**config.mk**
```make
export PLATFORM = sky130hd
export DESIGN_NAME = spi_regfile_arb
export DESIGN_NICKNAME = d
export VERILOG_FILES = /design/src/rtl/spi_regfile_arb.sv
export SDC_FILE = /design/constraint.sdc
export NUM_CORES = 1
export LEC_CHECK = 0
export CORE_MARGIN = 4
export CORE_UTILIZATION = 40
export CTS_BUF_LIST = sky130_fd_sc_hd__clkbuf_4 sky130_fd_sc_hd__clkbuf_8
export CTS_CLUSTER_DIAMETER = 60
export DETAILED_ROUTE_END_ITERATION = 16
export PLACE_DENSITY_LB_ADDON = 0.2
export SETUP_SLACK_MARGIN = 0.02
export SYNTH_ARGS = -nofsm -noshare
export SYNTH_HDL_FRONTEND = slang
export SYNTH_SLANG_ARGS = --single-unit
```
**constraint.sdc**
```tcl
create_clock -name clk -period 4.8 [get_ports clk]
set_input_delay 0.72 -clock clk [delete_from_list [all_inputs] [get_ports clk]]
set_output_delay 0.72 -clock clk [all_outputs]
set_load 0.02 [all_outputs]
```
**src/rtl/spi_regfile_arb.sv**
```systemverilog
// ============================================================================
// Module      : spi_regfile_arb
// Description : Register file shared between an SPI host and one core port,
//               with SPI fast commands (clear, flag clear, core lock/unlock).
// Revision    : 1.0 - initial release
// ============================================================================
`default_nettype none

module spi_regfile_arb #(
    parameter int ADDR_W = 3,
    parameter int REG_W  = 8
) (
    input  logic                          clk,
    input  logic                          nrst,
    input  logic [ADDR_W-1:0]             spi_addr,
    input  logic [REG_W-1:0]              spi_wdata,
    input  logic                          spi_wvld,
    output logic [REG_W-1:0]              spi_rdata,
    input  logic [5:0]                    fastcmd,
    input  logic                          fastcmd_vld,
    output logic [7:0]                    status,
    input  logic                          core_req,
    input  logic                          core_we,
    input  logic [ADDR_W-1:0]             core_addr,
    input  logic [REG_W-1:0]              core_wdata,
    output logic                          core_gnt,
    output logic [REG_W-1:0]              core_rdata,
    output logic                          core_rvld,
    output logic [(2**ADDR_W)*REG_W-1:0]  regs_flat
);

    localparam int               c_NREG     = 2**ADDR_W;
    localparam logic [ADDR_W-1:0] c_PTR_LAST = ADDR_W'(c_NREG - 1);
    localparam logic [0:0]       c_ARB      = 1'b0;
    localparam logic [0:0]       c_CLEAR    = 1'b1;

    logic [0:0]        r_state;
    logic [0:0]        w_state_nxt;
    logic [ADDR_W-1:0] r_ptr;
    logic [REG_W-1:0]  r_regs [c_NREG];

    logic              r_spi_pend;
    logic [ADDR_W-1:0] r_pend_addr;
    logic [REG_W-1:0]  r_pend_data;
    logic              r_ovf;
    logic              r_irq;
    logic              r_lock;
    logic              r_rr_ptr;     // 0: SPI has priority, 1: core has priority
    logic [REG_W-1:0]  r_core_rdata;
    logic              r_core_rvld;

    logic w_in_arb;
    logic w_spi_cand;
    logic w_core_cand;
    logic w_spi_win;
    logic w_core_win;
    logic w_spi_commit;
    logic w_clr_cmd;
    logic w_flag_clr;
    logic w_lock_set;
    logic w_lock_clr;
    logic w_ovf_set;
    logic w_irq_set;
    logic w_clearing;

    // ------------------------------------------------------------------
    // Arbitration and command decode
    // ------------------------------------------------------------------
    assign w_in_arb    = (r_state == c_ARB);
    assign w_spi_cand  = w_in_arb & r_spi_pend;
    assign w_core_cand = w_in_arb & core_req & ~r_lock;
    assign w_spi_win   = w_spi_cand  & (~w_core_cand | ~r_rr_ptr);
    assign w_core_win  = w_core_cand & (~w_spi_cand  |  r_rr_ptr);

    assign w_clr_cmd   = fastcmd_vld & (fastcmd == 6'h01) & w_in_arb;
    assign w_flag_clr  = fastcmd_vld & (fastcmd == 6'h02);
    assign w_lock_set  = fastcmd_vld & (fastcmd == 6'h03);
    assign w_lock_clr  = fastcmd_vld & (fastcmd == 6'h04);

    // A clear command drops a pending SPI write that would commit this cycle.
    assign w_spi_commit = w_spi_win & ~w_clr_cmd;
    assign w_ovf_set    = spi_wvld & r_spi_pend & ~w_spi_win & ~w_clr_cmd;
    assign w_irq_set    = w_core_win & core_we;

    // ------------------------------------------------------------------
    // FSM: state register / next state / outputs
    // ------------------------------------------------------------------
    always_ff @(posedge clk or negedge nrst) begin
        if (!nrst) begin
            r_state <= c_ARB;
        end else begin
            r_state <= w_state_nxt;
        end
    end

    always_comb begin
        w_state_nxt = r_state;
        case (r_state)
            c_ARB:   if (w_clr_cmd)            w_state_nxt = c_CLEAR;
            c_CLEAR: if (r_ptr == c_PTR_LAST)  w_state_nxt = c_ARB;
            default:                           w_state_nxt = c_ARB;
        endcase
    end

    always_comb begin
        core_gnt   = 1'b0;
        w_clearing = 1'b0;
        case (r_state)
            c_ARB:   core_gnt   = w_core_win;
            c_CLEAR: w_clearing = 1'b1;
            default: begin
                core_gnt   = 1'b0;
                w_clearing = 1'b0;
            end
        endcase
    end

    always_ff @(posedge clk or negedge nrst) begin
        if (!nrst) begin
            r_ptr <= '0;
        end else if (r_state == c_CLEAR) begin
            r_ptr <= r_ptr + ADDR_W'(1);
        end else begin
            r_ptr <= '0;
        end
    end

    // ------------------------------------------------------------------
    // Register file
    // ------------------------------------------------------------------
    always_ff @(posedge clk or negedge nrst) begin
        if (!nrst) begin
            for (int i = 0; i < c_NREG; i++) begin
                r_regs[i] <= '0;
            end
        end else if (r_state == c_CLEAR) begin
            r_regs[r_ptr] <= '0;
        end else if (w_spi_commit) begin
            r_regs[r_pend_addr] <= r_pend_data;
        end else if (w_irq_set) begin
            r_regs[core_addr] <= core_wdata;
        end
    end

    // ------------------------------------------------------------------
    // SPI pending slot, flags and round-robin pointer
    // ------------------------------------------------------------------
    always_ff @(posedge clk or negedge nrst) begin
        if (!nrst) begin
            r_spi_pend  <= 1'b0;
            r_pend_addr <= '0;
            r_pend_data <= '0;
        end else if (spi_wvld) begin
            r_spi_pend  <= 1'b1;
            r_pend_addr <= spi_addr;
            r_pend_data <= spi_wdata;
        end else if (w_clr_cmd) begin
            r_spi_pend  <= 1'b0;
            r_pend_addr <= '0;
            r_pend_data <= '0;
        end else if (w_spi_commit) begin
            r_spi_pend  <= 1'b0;
        end
    end

    always_ff @(posedge clk or negedge nrst) begin
        if (!nrst) begin
            r_ovf    <= 1'b0;
            r_irq    <= 1'b0;
            r_lock   <= 1'b0;
            r_rr_ptr <= 1'b0;
        end else begin
            // Set beats a coincident flag-clear command.
            if (w_ovf_set)       r_ovf <= 1'b1;
            else if (w_flag_clr) r_ovf <= 1'b0;
            if (w_irq_set)       r_irq <= 1'b1;
            else if (w_flag_clr) r_irq <= 1'b0;
            if (w_lock_set)      r_lock <= 1'b1;
            else if (w_lock_clr) r_lock <= 1'b0;
            if (w_spi_cand & w_core_cand) r_rr_ptr <= w_spi_win;
        end
    end

    always_ff @(posedge clk or negedge nrst) begin
        if (!nrst) begin
            r_core_rdata <= '0;
            r_core_rvld  <= 1'b0;
        end else begin
            r_core_rvld <= w_core_win & ~core_we;
            if (w_core_win & ~core_we) begin
                r_core_rdata <= r_regs[core_addr];
            end
        end
    end

    // ------------------------------------------------------------------
    // Outputs
    // ------------------------------------------------------------------
    assign spi_rdata  = r_regs[spi_addr];
    assign core_rdata = r_core_rdata;
    assign core_rvld  = r_core_rvld;
    assign status     = {3'b000, r_spi_pend, w_clearing, r_lock, r_ovf, r_irq};

    generate
        for (genvar g = 0; g < c_NREG; g++) begin : g_flat
            assign regs_flat[g*REG_W +: REG_W] = r_regs[g];
        end
    endgenerate

endmodule

`default_nettype wire
```
After elaboration in Yosys (flattened, before gate mapping) --
Cells that the tools add are included.
Word-level totals: bits of input ports 34, register bits after elaboration 93, output and inout port bits 90, word-level logic and storage cells 109
Cells by class: $add $sub $neg 1, equality and inequality tests 5, reduce and logical (&&, ||, !) cells 9, bitwise logic cells 33, $lt $le $gt $ge 7, mux-type cells 35
Operators with widths (count):
- two-way mux 64 bit | 3
- bitwise mux 64 bit | 2
- demux 8 bit (select 3 bit) | 3
- two-way mux 8 bit | 9
- bitwise AND 64 bit | 1
- NOT 64 bit | 1
- binary-select mux 8 bit (select 3 bit) | 2
- bitwise AND 1 bit | 17
- greater-or-equal comparator 4 bit (second input constant) | 4
- NOT 3 -> 4 bit | 4
- == test 6 x 2 -> 1 bit (second input constant) | 2
- less-than comparator 4 x 1 -> 1 bit (second input constant) | 3
- two-way mux 1 bit | 12
- two-way mux 3 bit | 3
- NOT 1 bit | 8
- nonzero test 2 bit | 4
- == test 6 x 1 -> 1 bit (second input constant) | 1
- == test 6 x 3 -> 1 bit (second input constant) | 1
- nonzero test 3 bit | 2
- adder 3 x 1 -> 3 bit (second input constant) | 1
- == test 3 bit (second input constant) | 1
- logical AND 1 bit | 3
- OR 1 bit | 2
- case mux 1 bit (2 select lines) | 1

Logic depth before layout (Yosys ltp) --
Gate-level depths: netlist of run 1.
depth in word-level cells 10, depth in mapped cells 9, mapped depth without buffers 5

Worst setup path after synthesis of run 1 --
No wires, ideal clock.
path type input port to output port, start input port spi_addr[0], end output port spi_rdata[0], arrival 2.308 ns, buffers on the path 2, required time 4.080 ns, slack 1.772 ns, cell stages on the path 4, cell sequence clkbuf_1 -> buf_2 -> mux4_2 -> mux2_2
On the way: longest elaborated chain between the ends 4
RTL lines:
- from (decl) | line 15 | input logic [ADDR_W-1:0] spi_addr,
- NOT 3 -> 4 bit (not written as such) | line 199 | assign spi_rdata = r_regs[spi_addr];
- binary-select mux 8 bit (select 3 bit) | line 199
- two-way mux 8 bit (not written as such) (2 in series) | line 199
- to (decl) | line 18 | output logic [REG_W-1:0] spi_rdata,
Every way passes these cells. The select of a mux whose other input is x is not followed.

Worst setup path in the final report of run 1 --
start input port spi_addr[1], end output port spi_rdata[7]
Same word-level chain as after synthesis.

==> run_results.csv, run 1 <==
group,metric,value,unit
status,outcome,"finished, final reports clean",
critical_path,reg2reg_depth,7,
floorplanning,core-area,15300,um2
pwr,power_per_cell_area,413,nW/um2
clock_tree,clock-sinks,93,
floorplanning,rows,45,
sta,finalSetupViolCount,0,
sta,setup_ws,1070,ps
cells_and_area,fin_nets,744,
placed_design,pre_cts_ws,1060,ps
cells_and_area,utilization,0.506,
critical_path,crit_path_start_kind,"primary input",
sta,final.setup.tns,0,ps
sta,skew,16.2,ps
synthesis,yosysTopAreaCellShare,0.371,
synthesis,synth_seq_cells,93,
sta,worst_pin_slew,1120,ps
cells_and_area,layout-drive-gt1-share,0.125,
worst_hold_path,min_path_type,"primary input to asynchronous set/reset pin",
detailed_routing,routed_wl,22.8,mm
sta,max_slew_margin,0.250,
pwr,cellLeakagePower,2.86,nW
clock_tree,post_cts_buffers,0,
global_routing,antenna_found_initial,0,
clock_tree,ctsHoldBuffers,0,
global_routing,first_global_vias,5690,
cells_and_area,syn2layout_area_growth,23.1,%
placed_design,hpwl,17.0,mm
critical_path,r2r_slack,1790,ps
critical_path,r2r_start,"r_state",
floorplanning,io_pins,124,
synthesis,synth_ff_type,"dfrtp_1",
clock_tree,cts_max_level,3,
detailed_routing,via_per_inst,6.48,
synthesis,yosys.area.top_type,"dfrtp_1",
sta,drv_slew,0,
critical_path,crit_fanout,13,
run,drv_cap,0,
critical_path,critPathRequiredTime,4080,ps
clock_tree,clockBufferDepth,2,
floorplanning,start_util,0.411,
detailed_routing,drtAntennaViolNets,0,
sta,period_needed,3730,ps
critical_path,setup.worst_path.class,"primary input to output pin",
sta,final_hold_viol_count,0,
global_routing,globalRouteOverflowTotal,0,
floorplanning,die_h,133,um
sta,rsz0062_at_grt,"no",
clock_tree,cts_tree,"done",
placed_design,gp_congestion,0.926,
synthesis,synth.cells.most_frequent,"93 x dfrtp_1, 46 x a22o_1, 34 x inv_1, 34 x o22ai_1, 33 x clkbuf_1",
synthesis,yosys_warnings,0,
synthesis,synth_most_common_cell,"dfrtp_1",
synthesis,synthArstFlopShare,1.00,
clock_tree,numCtsBuffers,9,
synthesis,synth_area,6270,um2
synthesis,synth.distinct_cells,53,
critical_path,reg2reg_to,"regs_flat[13]",
global_routing,track_usage,0.254,
critical_path,critPathArrivalTime,3010,ps
critical_path,cp-end-kind,"output pin",
critical_path,endpoint,"spi_rdata[7]",
detailed_routing,vias,5992,
placed_design,place_inst,908,
synthesis,ys_seq_area_frac,0.371,
placed_design,portBuffers,120,
global_routing,grt_first_pass_wirelength,34.9,mm
clock_tree,cts.clk_slew.worst_paths,100,ps
pwr,peakVddDrop,165,uV
detailed_routing,drt-initial-drc-count,644,
detailed_routing,drc,0,
synthesis,synth_cells,632,
detailed_routing,wire_per_inst,24.6,um
floorplanning,die_w,133,um
synthesis,syn_area_per_cell,9.92,um2
cells_and_area,final_cell_count_no_fill,924,
clock_tree,ctsResizeCount,0,
synthesis,synth-edff-count,0,
critical_path,critPathLaunch,"spi_addr[1]",
detailed_routing,dr.pass1.iters,6,
clock_tree,clock_latency,390,ps
cells_and_area,antenna_cells,0,
synthesis,synthTopCellsByArea,"dfrtp_1 37%, mux4_2 7.9%, a22o_1 6.4%",
floorplanning,die-area,17700,um2
sta,fmax,268,MHz
clock_tree,root_buffer,"clkbuf_8",
global_routing,grt_start_max_net_pins,67,
sta,period_share,0.778,
==> worst min-delay path by stage <==
stage	start	endpoint	cells past startpoint
6_report	nrst	core_rdata[7]	1
2_1_floorplan	nrst	core_rdata[0]	0
4_1_cts	nrst	core_rdata[7]	1
5_1_grt	nrst	core_rdata[7]	1
3_5_place_dp	r_ovf	r_ovf	2
3_3_place_gp	r_ovf	r_ovf	2
==> metal layers <==
layer / up-vias / wire length [um] / GRT usage
met5: - / 0 / 0
met4: 0 / 678 / 0.0926
met3: 43 / 2000 / 0.0397
met2: 338 / 10100 / 0.381
met1: 2950 / 9980 / 0.373
li1: 2661 / - / -
==> logic make-up after synthesis <==
| group | after synthesis | share of synthesized area |
|---|---|---|
| flops | 93 | 0.371 |
| buf+inv | 105 | 0.0737 |
| xor+xnor | 1 | 0.00140 |
| compound gates | 218 | 0.275 |
| fa+ha+maj | 2 | 0.00399 |
| mux | 41 | 0.111 |
| other cells | 1 | 0.000598 |
| simple gates | 171 | 0.163 |
==> cell type report <==
class,count,area (um2)
clock buffer,10,131
clock inverter,6,71.3
fill,1407,7540
inverter,34,128
multi-input combinational,436,3490
sequential,93,2330
tap,211,264
timing repair buffer,134,1300
==> through the flow <==
step | total power [mW] | hold slack [ps] | cell area (um2)
after floorplan | 1.98 | 424 | 6270
after global routing | 3.33 | 520 | 7710
after CTS | 3.18 | 471 | 7710
after detailed placement | 2.63 | 463 | 7510
after global placement | 2.61 | 483 | 7510
final | 3.19 | 449 | 7710
==> state kept, by name, summed over array words and instances (netlist names) <==
register / flops
r_pend_data: 8
regs_flat: 64
r_pend_addr: 3
r_rr_ptr: 1
r_irq: 1
core_rvld: 1
r_ptr: 3
core_rdata: 8
r_lock: 1
r_ovf: 1
r_state: 1
r_spi_pend: 1
==> layout by cell type (no fill, tap or decap), drive strengths merged, types with 6 or more instances in the layout <==
cell / netlist / layout
o21ai: 15 / 15
nor4: 32 / 32
inv: 34 / 35
o2111ai: 8 / 8
a21oi: 25 / 25
a211oi: 8 / 8
nor2: 32 / 32
mux2i: 10 / 10
clkdlybuf4s50: 0 / 118
clkbuf: 33 / 10
a221oi: 6 / 6
o22ai: 34 / 34
nand2: 23 / 23
a22o: 46 / 46
mux2: 9 / 9
or4: 28 / 28
buf: 38 / 16
a41oi: 24 / 24
o31ai: 32 / 32
mux4: 22 / 22
dfrtp: 93 / 93
nand2b: 22 / 22
==> critical path, stage by stage <==
cell,delay [ps]
clkdlybuf4s50_1,890
mux4_2,570
mux2_2,280
clkdlybuf4s50_1,540
==> power breakdown <==
part / internal, mW / leakage, nW / switching, mW / total (mW)
logic: 0.631 / 1.53 / 0.813 / 1.44
registers: 0.951 / 1.23 / 0.235 / 1.19
clock network: 0.250 / 0.0965 / 0.308 / 0.558
No activity file was read; power rests on OpenSTA's default activity.
==> inputs of run 2 (changes only) <==
Clock period 4.8 ns to 3.4 ns, I/O delays scaled along.
==> run_results.csv, run 2 (synthesis results as in run 1) <==
group,metric,value,unit
critical_path,setup.worst_path.class,"primary input to output pin",
global_routing,globalRouteOverflowTotal,0,
global_routing,antenna_found_initial,0,
floorplanning,start_util,0.411,
floorplanning,die-area,17700,um2
cells_and_area,fin_nets,756,
global_routing,first_global_vias,5696,
sta,finalSetupViolCount,0,
cells_and_area,layout-drive-gt1-share,0.139,
critical_path,critPathArrivalTime,2560,ps
pwr,p_sw,1.96,mW
clock_tree,clockBufferDepth,2,
detailed_routing,routed_wl,24.2,mm
critical_path,cp-end-kind,"output pin",
global_routing,grt_start_max_net_pins,44,
detailed_routing,drtAntennaViolNets,0,
clock_tree,clock_latency,400,ps
critical_path,cp_common_cell,"clkdlybuf4s50_1",
sta,period_share,0.904,
pwr,peakVddDrop,214,uV
pwr,power_per_cell_area,588,nW/um2
pwr,p_total,4.61,mW
pwr,cellLeakagePower,2.94,nW
clock_tree,cts_max_level,3,
sta,worst_pin_slew,942,ps
critical_path,crit_fanout,17,
cells_and_area,syn2layout_area_growth,25.1,%
pwr,p_seq_frac,0.367,
critical_path,cpPeakStageDelay,540,ps
detailed_routing,drc,0,
critical_path,r2r_slack,790,ps
clock_tree,clock-sinks,93,
cells_and_area,utilization,0.514,
detailed_routing,vias,6098,
detailed_routing,wire_per_inst,25.9,um
floorplanning,die_w,133,um
sta,rsz0062_at_grt,"no",
clock_tree,cts_tree,"done",
sta,max_slew_margin,0.370,
run,drv_cap,0,
pwr,power.internal,2.65,mW
floorplanning,die_h,133,um
floorplanning,core-area,15300,um2
pwr,combPwrFrac,0.450,
pwr,pwr-share-clk,0.183,
cells_and_area,largest_reg_flops,64,
sta,final.setup.tns,0,ps
placed_design,portBuffers,120,
worst_hold_path,min_path_type,"primary input to asynchronous set/reset pin",
sta,final_hold_viol_count,0,
critical_path,crit_path_start_kind,"primary input",
placed_design,hpwl,18.3,mm
pwr,swShare,0.425,
cells_and_area,antenna_cells,0,
sta,skew,13.5,ps
global_routing,track_usage,0.272,
detailed_routing,via_per_inst,6.51,
sta,fmax,325,MHz
placed_design,gp_congestion,0.931,
clock_tree,cts.clk_slew.worst_paths,100,ps
status,outcome,"finished, final reports clean",
clock_tree,numCtsBuffers,9,
critical_path,critPathRequiredTime,2890,ps
detailed_routing,drt-initial-drc-count,674,
sta,period_needed,3070,ps
sta,hold_slack,92.2,ps
global_routing,grt_first_pass_wirelength,36.6,mm
floorplanning,io_pins,124,
floorplanning,rows,45,
critical_path,crit_chain,"clkdlybuf4s50_1 > buf_12 > mux4_2 > mux2_2 > clkdlybuf4s50_1",
clock_tree,ctsHoldBuffers,0,
cells_and_area,mostFrequentLayoutCell,"clkdlybuf4s50_1",
clock_tree,ctsResizeCount,0,
cells_and_area,mostFrequentLayoutCells,"118 x clkdlybuf4s50_1, 93 x dfrtp_1, 46 x a22o_1",
clock_tree,root_buffer,"clkbuf_8",
sta,drv_slew,0,
clock_tree,post_cts_buffers,0,
critical_path,cp_slowest_cell,"clkdlybuf4s50_1",
detailed_routing,dr.pass1.iters,5,
-- run 2: cell types whose count changed in the layout (fill, tap and decap cells not counted), sizes merged --
cell,change
buf,+12
clkbuf,+1
clkinv,-1
clkinvlp,-2
inv,+2
-- run 2: power groups by stage --
| stage | Sequential [mW] | Combinational, mW | Clock, mW |
|---|---|---|---|
| 2_1_floorplan | 1.81 | 0.987 | 0 |
| 3_3_place_gp | 1.69 | 2.05 | 0 |
| 3_5_place_dp | 1.70 | 2.07 | 0 |
| 4_1_cts | 1.68 | 2.07 | 0.844 |
| 5_1_grt | 1.72 | 2.20 | 0.890 |
| 6_report | 1.69 | 2.08 | 0.844 |
-- run 2: layout make-up --
type / count / area [um2]
clock inverter: 5 / 65.1
tap: 211 / 264
timing repair buffer: 146 / 1410
multi-input combinational: 436 / 3490
fill: 1410 / 7420
inverter: 34 / 128
clock buffer: 11 / 151
sequential: 93 / 2330
-- run 2: worst max-delay path: cells and delay by family --
family | cells | cell delay (ps)
buf+inv | 3 | 1230
mux | 2 | 810
-- run 2: final timing paths --
kind                            cells past startpoint            end   startpoint
worst max-delay path                                5   spi_rdata[5]  spi_addr[0]
worst min-delay path                                1  regs_flat[39]         nrst
worst min register to register                      2          r_ovf        r_ovf
max in group asynchronous                           2  regs_flat[13]         nrst
min in group clk                                    2          r_ovf        r_ovf
worst max register to register                      7  regs_flat[38]       r_lock
-- run 2: routing by layer --
metal  vias up  share of wire  global-route usage
met5         -              0                   0
met4         0          0.026              0.0926
met3        38          0.086              0.0442
met2       357           0.46               0.415
met1      3008           0.43               0.395
li1       2695              -                   -
-- run 2: per-stage QoR --
| stage | instances | instance area, um2 | worst slack (ps) |
|---|---|---|---|
| 2_1_floorplan | 634 | 6270 | 792 |
| 3_3_place_gp | 920 | 7630 | 348 |
| 3_5_place_dp | 920 | 7630 | 281 |
| 4_1_cts | 936 | 7840 | 329 |
| 5_1_grt | 936 | 7840 | 290 |
| 6_report | 936 | 7840 | 328 |
